## config.mk

```make
export PLATFORM = sky130hd
export DESIGN_NAME = gshare_bht
export DESIGN_NICKNAME = d
export VERILOG_FILES = /design/src/rtl/gshare_bht.sv
export SDC_FILE = /design/constraint.sdc
export NUM_CORES = 1
export LEC_CHECK = 0
export ABC_CLOCK_PERIOD_IN_PS = 2200
export CORE_AREA = 4 4 92 94
export DETAILED_ROUTE_END_ITERATION = 10
export DIE_AREA = 0 0 96 98
export MAX_ROUTING_LAYER = met4
export PLACE_DENSITY = 0.73
export SYNTH_ARGS = -nofsm -noshare
export SYNTH_HDL_FRONTEND = slang
export SYNTH_SLANG_ARGS = --single-unit
```

## constraint.sdc

```tcl
create_clock -name clk -period 2.2 [get_ports clk]
set_clock_uncertainty 0.15 [all_clocks]
set_input_delay 0.44 -clock clk [delete_from_list [all_inputs] [get_ports clk]]
set_output_delay 0.44 -clock clk [all_outputs]
set_load 0.03 [all_outputs]
```

## src/rtl/gshare_bht.sv

```systemverilog
// gshare_bht: branch history table of saturating counters, indexed by PC
// (bimodal) or PC XOR global history (gshare). Split predict/update ports,
// one-cycle registered prediction, non-speculative history, and saturating
// update / mispredict statistics.
module gshare_bht #(
    parameter int ENTRIES   = 16,
    parameter int CTR_BITS  = 2,
    parameter int PC_W      = 9,
    parameter int HIST_BITS = 4,
    parameter int MODE      = 1,
    parameter int STAT_W    = 16,
    localparam int IDX_W    = $clog2(ENTRIES)
) (
    input  logic                 clk,
    input  logic                 reset,
    input  logic                 pred_valid,
    input  logic [PC_W-1:0]      pred_pc,
    output logic                 pred_out_valid,
    output logic                 prediction,
    output logic [IDX_W-1:0]     pred_idx,
    input  logic                 upd_valid,
    input  logic [IDX_W-1:0]     upd_idx,
    input  logic                 upd_taken,
    input  logic                 upd_mispredict,
    output logic [HIST_BITS-1:0] ghr,
    output logic [STAT_W-1:0]    stat_updates,
    output logic [STAT_W-1:0]    stat_mispredicts
);

    // Weakly not-taken start value (zero for single-bit counters).
    localparam logic [CTR_BITS-1:0] CTR_INIT = CTR_BITS'((1 << (CTR_BITS - 1)) - 1);
    localparam logic [CTR_BITS-1:0] CTR_MAX  = '1;

    // Upper PC bits never take part in indexing.
    generate
        if (PC_W > IDX_W) begin : g_pc_upper
            logic unused_pc_bits;
            assign unused_pc_bits = ^pred_pc[PC_W-1:IDX_W];
        end
    endgenerate

    logic [IDX_W-1:0] hist_ext;
    logic [IDX_W-1:0] idx;
    logic [ENTRIES-1:0] ctr_msb;

    // History is zero-extended to the index width; bimodal mode ignores it.
    assign hist_ext = IDX_W'(ghr);
    assign idx      = pred_pc[IDX_W-1:0] ^ ((MODE == 1) ? hist_ext : '0);

    // One saturating counter per entry; only its MSB feeds the prediction.
    generate
        for (genvar gi = 0; gi < ENTRIES; gi++) begin : g_ctr
            logic [CTR_BITS-1:0] ctr_reg;

            // Saturating increment/decrement when this entry is the update target.
            always_ff @(posedge clk or negedge reset) begin
                if (!reset) begin
                    ctr_reg <= CTR_INIT;
                end else if (upd_valid && (upd_idx == IDX_W'(gi))) begin
                    if (upd_taken) begin
                        if (ctr_reg != CTR_MAX) ctr_reg <= ctr_reg + 1'b1;
                    end else begin
                        if (ctr_reg != '0) ctr_reg <= ctr_reg - 1'b1;
                    end
                end
            end

            assign ctr_msb[gi] = ctr_reg[CTR_BITS-1];
        end
    endgenerate

    // Registered prediction; reads pre-edge table and history (no bypass).
    always_ff @(posedge clk or negedge reset) begin
        if (!reset) begin
            pred_out_valid <= 1'b0;
            prediction     <= 1'b0;
            pred_idx       <= '0;
        end else begin
            pred_out_valid <= pred_valid;
            if (pred_valid) begin
                prediction <= ctr_msb[idx];
                pred_idx   <= idx;
            end
        end
    end

    // Global history shifts in resolved outcomes only.
    generate
        if (HIST_BITS == 1) begin : g_ghr_one
            always_ff @(posedge clk or negedge reset) begin
                if (!reset)         ghr <= '0;
                else if (upd_valid) ghr <= upd_taken;
            end
        end else begin : g_ghr_shift
            always_ff @(posedge clk or negedge reset) begin
                if (!reset)         ghr <= '0;
                else if (upd_valid) ghr <= {ghr[HIST_BITS-2:0], upd_taken};
            end
        end
    endgenerate

    // Accuracy statistics, saturating at all-ones rather than wrapping.
    always_ff @(posedge clk or negedge reset) begin
        if (!reset) begin
            stat_updates     <= '0;
            stat_mispredicts <= '0;
        end else if (upd_valid) begin
            if (stat_updates != '1)
                stat_updates <= stat_updates + 1'b1;
            if (upd_mispredict && (stat_mispredicts != '1))
                stat_mispredicts <= stat_mispredicts + 1'b1;
        end
    end

endmodule

```

Yosys cells after proc, flatten, opt, wreduce, memory -nomap -nowiden

Cells that the tools add are included.

Bits in registers: 74
Output and inout bits: 42
Latch bits: 0
Memory bits (read-only): 0
Memories: 0
Input bits: 19
RAM bits: 0

Equal/unequal tests: 49
Reduce and logical (&&, ||, !) cells: 68
Bitwise operators: 1
Shifts and indexed selects: 0
Add/subtract/negate cells: 34
Order comparisons: 1
Divide/modulo/power cells: 0
$mul: 0
Mux-type cells: 50

Operators by type and width:

| operator              | count |
|---|---|
| $mux 2                | 48 |
| $reduce_bool 2->1     | 32 |
| $reduce_and 3->1      | 16 |
| $add 16x1->16 const B | 2 |
| $add 2x1->2 const B   | 16 |
| $eq 4x4->1 const B    | 8 |
| $ne 16x16->1 const B  | 2 |
| $ne 2x1->1 const B    | 16 |
| $ne 2x2->1 const B    | 16 |
| $sub 2x1->2 const B   | 16 |
| $logic_and 1x1->1     | 17 |
| $eq 4x3->1 const B    | 4 |
| $eq 4x2->1 const B    | 2 |
| $lt 4x5->1 const B    | 1 |
| $bmux 1 s4            | 1 |
| $eq 4x1->1 const B    | 1 |
| $logic_not 4->1       | 1 |
| $reduce_and 2->1      | 2 |
| $xor 4x4->4           | 1 |
| $mux 1                | 1 |

Depth between registers and ports, before layout

Depth after elaboration: 3
Mapped depth: 6

Worst setup path before layout

OpenSTA, ideal clock, no wires.

Path type: flip-flop to flip-flop
Start: register ghr[2]
End: register prediction
Arrival time: 1.781 ns
Clock period less this slack: 2.064 ns
Setup slack: 0.136 ns
Library setup time: 0.133 ns
Buffers on the path: 0
Stages on the path, launching flop included: 5
Path through: dfrtp_1 xor2_2 mux4_1 a211oi_1 o22ai_2

Word-level cells in the longest chain between the ends: 3

RTL lines:

| item                         | line | text |
|---|---|---|
| from (decl)                  | 25   | `output logic [HIST_BITS-1:0] ghr,` |
| from (signal assigned)       | 97   | `else if (upd_valid) ghr <= {ghr[HIST_BITS-2:0], upd_taken};` |
| $xor 4x4->4                  | 48   | `assign idx = pred_pc[IDX_W-1:0] ^ ((MODE == 1) ? hist_ext : '0);` |
| $bmux 1 s4                   | 81   | `prediction <= ctr_msb[idx];` |
| $mux 1 (not written as such) | 81   |  |
| to (signal assigned)         | 81   |  |
| to (decl)                    | 19   | `output logic prediction,` |

Every way passes these cells. The select of a mux whose other input is x is not followed.
A chain may end at the register's enable or synchronous reset.

Worst setup path in the final report

Start: input pred_pc[2]
End: register prediction

Word-level cells in the longest chain between the ends: 3

RTL lines:

| item                         | line | text |
|---|---|---|
| from (decl)                  | 17   | `input logic [PC_W-1:0] pred_pc,` |
| $xor 4x4->4                  | 48   |  |
| $bmux 1 s4                   | 81   |  |
| $mux 1 (not written as such) | 81   |  |

Every way passes these cells. The select of a mux whose other input is x is not followed.

==> results.txt <==
----------------------------------------------------
[Floorplan]
  Starting utilization of the core area ... 48.4%
  CORE AREA ... 7650 um^2
  Area enclosed by the die boundary ... 9410 um^2
  Site row count ... 32
  Boundary pin count ... 61
  Die extent in y ... 98 um
  X dimension of the die ... 96 um

[Clocking]
  Post-CTS setup buffer count ... 0
  Register clock-pin slew on the reported worst setup and hold paths ... 0.08 ns
  CTS tree ... built
  Worst-skew pair later-pin latency ... 0.34 ns
  Buffer levels on the longest clock path ... 2
  Total clock sinks ... 74
  Root buffer cell ... clkbuf_8
  H-tree Lvls ... 3
  CTS Buf Count ... 9

[Power and ir drop]
  Power per Cell Area ... 868 nW/um^2
  Switching power summed over all nets ... 1.42 mW
  Worst ir drop on vdd ... 0.000650 V
  Internal ... 2.71 mW
  Logic gate share of total power ... 28.7%
  Fraction of power spent switching nets ... 34.4%
  Leakage Power ... 1.88 nW
  Share of power burned in the clock network ... 25.2%
  Portion of total power attributed to sequential cells ... 46.1%

[Global route]
  Global-route wire length before repair ... 13,400 um
  Number of global-route vias before repair ... 2,845
  Number of antenna violations at the first check in global routing ... 0
  Combined global-route utilization of all metal layers ... 18.6%
  Global route total overflow ... 0
  Pin count of the biggest net entering global routing ... 34

[Outcome]
  Run status ... completed

[STA]
  Setup violators final ... 0
  Final count of hold timing violations ... 0
  Period Utilization, post-route ... 99.6%
  Max Clock Freq ... 0.457 GHz
  Remaining max-slew budget at the tightest pin ... 64.4%
  Final-layout worst hold slack ... 0.335 ns
  Min cycle time layout ... 2.19 ns
  Total count of max-transition violations in the final report ... 0
  Transition time of the tightest slew-check pin ... 0.533 ns

[Job]
  Max_cap viols ... 0

[Cells and area]
  Antenna cells ... 0
  Flip-flop count of the largest register after layout ... 32
  Final core utilization ... 62.2%
  Final net count ... 467
  Synthesis-to-finish area growth ... 28.4%
  Share of cells above drive strength 1 ... 14.0%
  Non-filler instance count after layout ... 553
  Post-route cell area ... 4760 um^2

[Logic synthesis]
  Yosys top cell area share ... 39.2%
  Yosys top cell by area ... dfrtp_1
  Async set-reset flop share out of synthesis ... 100%
  Share of the yosys chip area belonging to registers ... 50.5%
  Ranking of synthesized cells by instance count ... dfrtp_1, nand2_1, a21oi_1
  Cell with the most instances after synthesis ... dfrtp_1
  Number of cells produced by synthesis ... 365
  Top area cells in the synthesized netlist ... dfrtp_1, dfstp_2, xnor2_1
  Count of warnings emitted by yosys ... 0
  Library cells used by synthesis ... 48
  Post-synthesis sequential element count ... 74
  Number of synthesized flops with an enable pin ... 0
  Synthesized cell area ... 3700 um^2
  Avg Synthesized Cell Area ... 10.1 um^2
  Syn Nets ... 386
  Most used DFF post-synth ... dfrtp_1

[Placed design]
  PortBufs ... 55
  Placed standard-cell area ... 4530 um^2
  Routability congestion estimate from global placement ... 0.787
  Placed cell count ... 536
  Post-DP HPWL ... 5850 um

[Route]
  Remaining routing DRC violations ... 0
  Violation count after the first detailed-route iteration ... 119
  Detail Route Antenna Nets ... 0
  Routed WL ... 7990 um
  Wire length per cell ... 14.4 um
  Via/cell ratio ... 5.37
  Via count of the routed design ... 2,971
  First-pass detailed-route iteration total ... 4

[Worst hold path]
  Beginning of the worst hold path ... pred_idx[3]
  Class of the most critical hold timing path ... register to register
  Hold Crit Endpoint ... pred_idx[3]
  Hold path depth ... 1

[Setup path]
  Worst-path cell chain ... clkdlybuf4s50_1, xor2_4, mux4_1, nand2_1, o221a_1, o22ai_2
  Worst setup EP type ... register
  Setup slack of the most critical reg-to-reg path ... 0.20 ns
  Worst flop-to-flop path startpoint ... ghr[2]
  CP bufs+invs ... 1
  Count of cells along the worst register-to-register path ... 5
  Class of the most critical setup path ... input port to register
  Capturing point of the worst reg2reg path ... prediction
  Slowest stage cell, crit path ... mux4_1
  Worst Setup Start Kind ... input port
  Endpoint arrival time on the critical path ... 2.26 ns
  Highest fanout seen on the critical path ... 5
  Required time reported for the critical path endpoint ... 2.27 ns
  Largest stage delay on the critical path ... 0.64 ns
  Gate family responsible for the most delay along the worst path ... multiplexers

----------------------------------------------------
-- repair_timing --
item | in CTS | in global routing
hold buffers | 1 | 0
endpoints found under the setup margin | 0 | 1
endpoints found under the hold margin | 16 | 0
resized for setup | 0 | 3
-- per-layer routing --
metal | global-route usage (%) | routed length [um]
met1 | 23.7 | 3640
met2 | 29.4 | 3960
met3 | 4.31 | 285
met4 | 5.80 | 106
met5 | - | 0
-- power groups by stage --
stage | clock [mW] | combinational (mW) | sequential, mW
4_1_cts | 1.07 | 1.20 | 1.90
6_report | 1.04 | 1.18 | 1.90
3_3_place_gp | 0 | 1.16 | 1.91
2_1_floorplan | 0 | 0.385 | 2.18
3_5_place_dp | 0 | 1.19 | 1.93
5_1_grt | 1.13 | 1.28 | 1.95
-- layout make-up --
type	count	area, um^2
Fill cell	630	2890
Sequential cell	74	1870
Multi-Input combinational cell	277	1790
Timing Repair Buffer	77	741
Clock buffer	10	128
Tap cell	102	128
Clock inverter	6	67.6
Inverter	7	26.3
-- placed cells by master (no fill, tap or decap), types with 3 or more instances in the layout --
cell             instances
dfstp_2                 16
clkbuf_8                 9
o221a_1                  3
nand3b_1                10
inv_1                    7
xnor2_1                 21
dfrtp_1                 58
a21oi_1                 33
buf_4                   19
a31oi_1                  4
xor2_1                  10
nor2b_1                  4
nor3_1                   6
o31ai_1                  7
and3_1                   8
clkdlybuf4s50_1         53
nand4_1                  6
o21ai_1                 26
nand2_1                 35
nand3_1                 10
nor3b_1                  5
mux4_1                   3
o21ai_0                 17
mux2_1                   7
nor2_1                  32
-- cells by family after synthesis --
kind of cell	count (synthesis)	share of synthesized area, %
AO/OA/AOI/OAI	99	15.4
AND/OR/NAND/NOR	129	18.0
buffers and inverters	14	1.45
XOR/XNOR	33	8.21
multiplexers	14	5.71
adder cells (fa/ha/maj)	2	0.676
flip-flops	74	50.5
-- how the worst max path moves through the flow --
stage                     startpoint          to  slack (ns)  cells past startpoint
after floorplan               ghr[2]  prediction        0.14                      4
after global placement    pred_pc[2]  prediction       -0.32                      5
after detailed placement  pred_pc[2]  prediction       -0.35                      5
after CTS                 pred_pc[2]  prediction        0.01                      5
after global routing      pred_pc[2]  prediction     -0.0004                      6
final                     pred_pc[2]  prediction        0.01                      6
-- stage by stage --
stage                TNS [ns]  worst slack [ns]  power [mW]
floorplan                   0             0.136        2.57
global placement       -0.316            -0.316        3.06
detailed placement     -0.365            -0.351        3.11
CTS                         0            0.0125        4.16
global route        -0.000358         -0.000358        4.36
finish                      0           0.00962        4.13
Power figures use the tool's default switching activity.
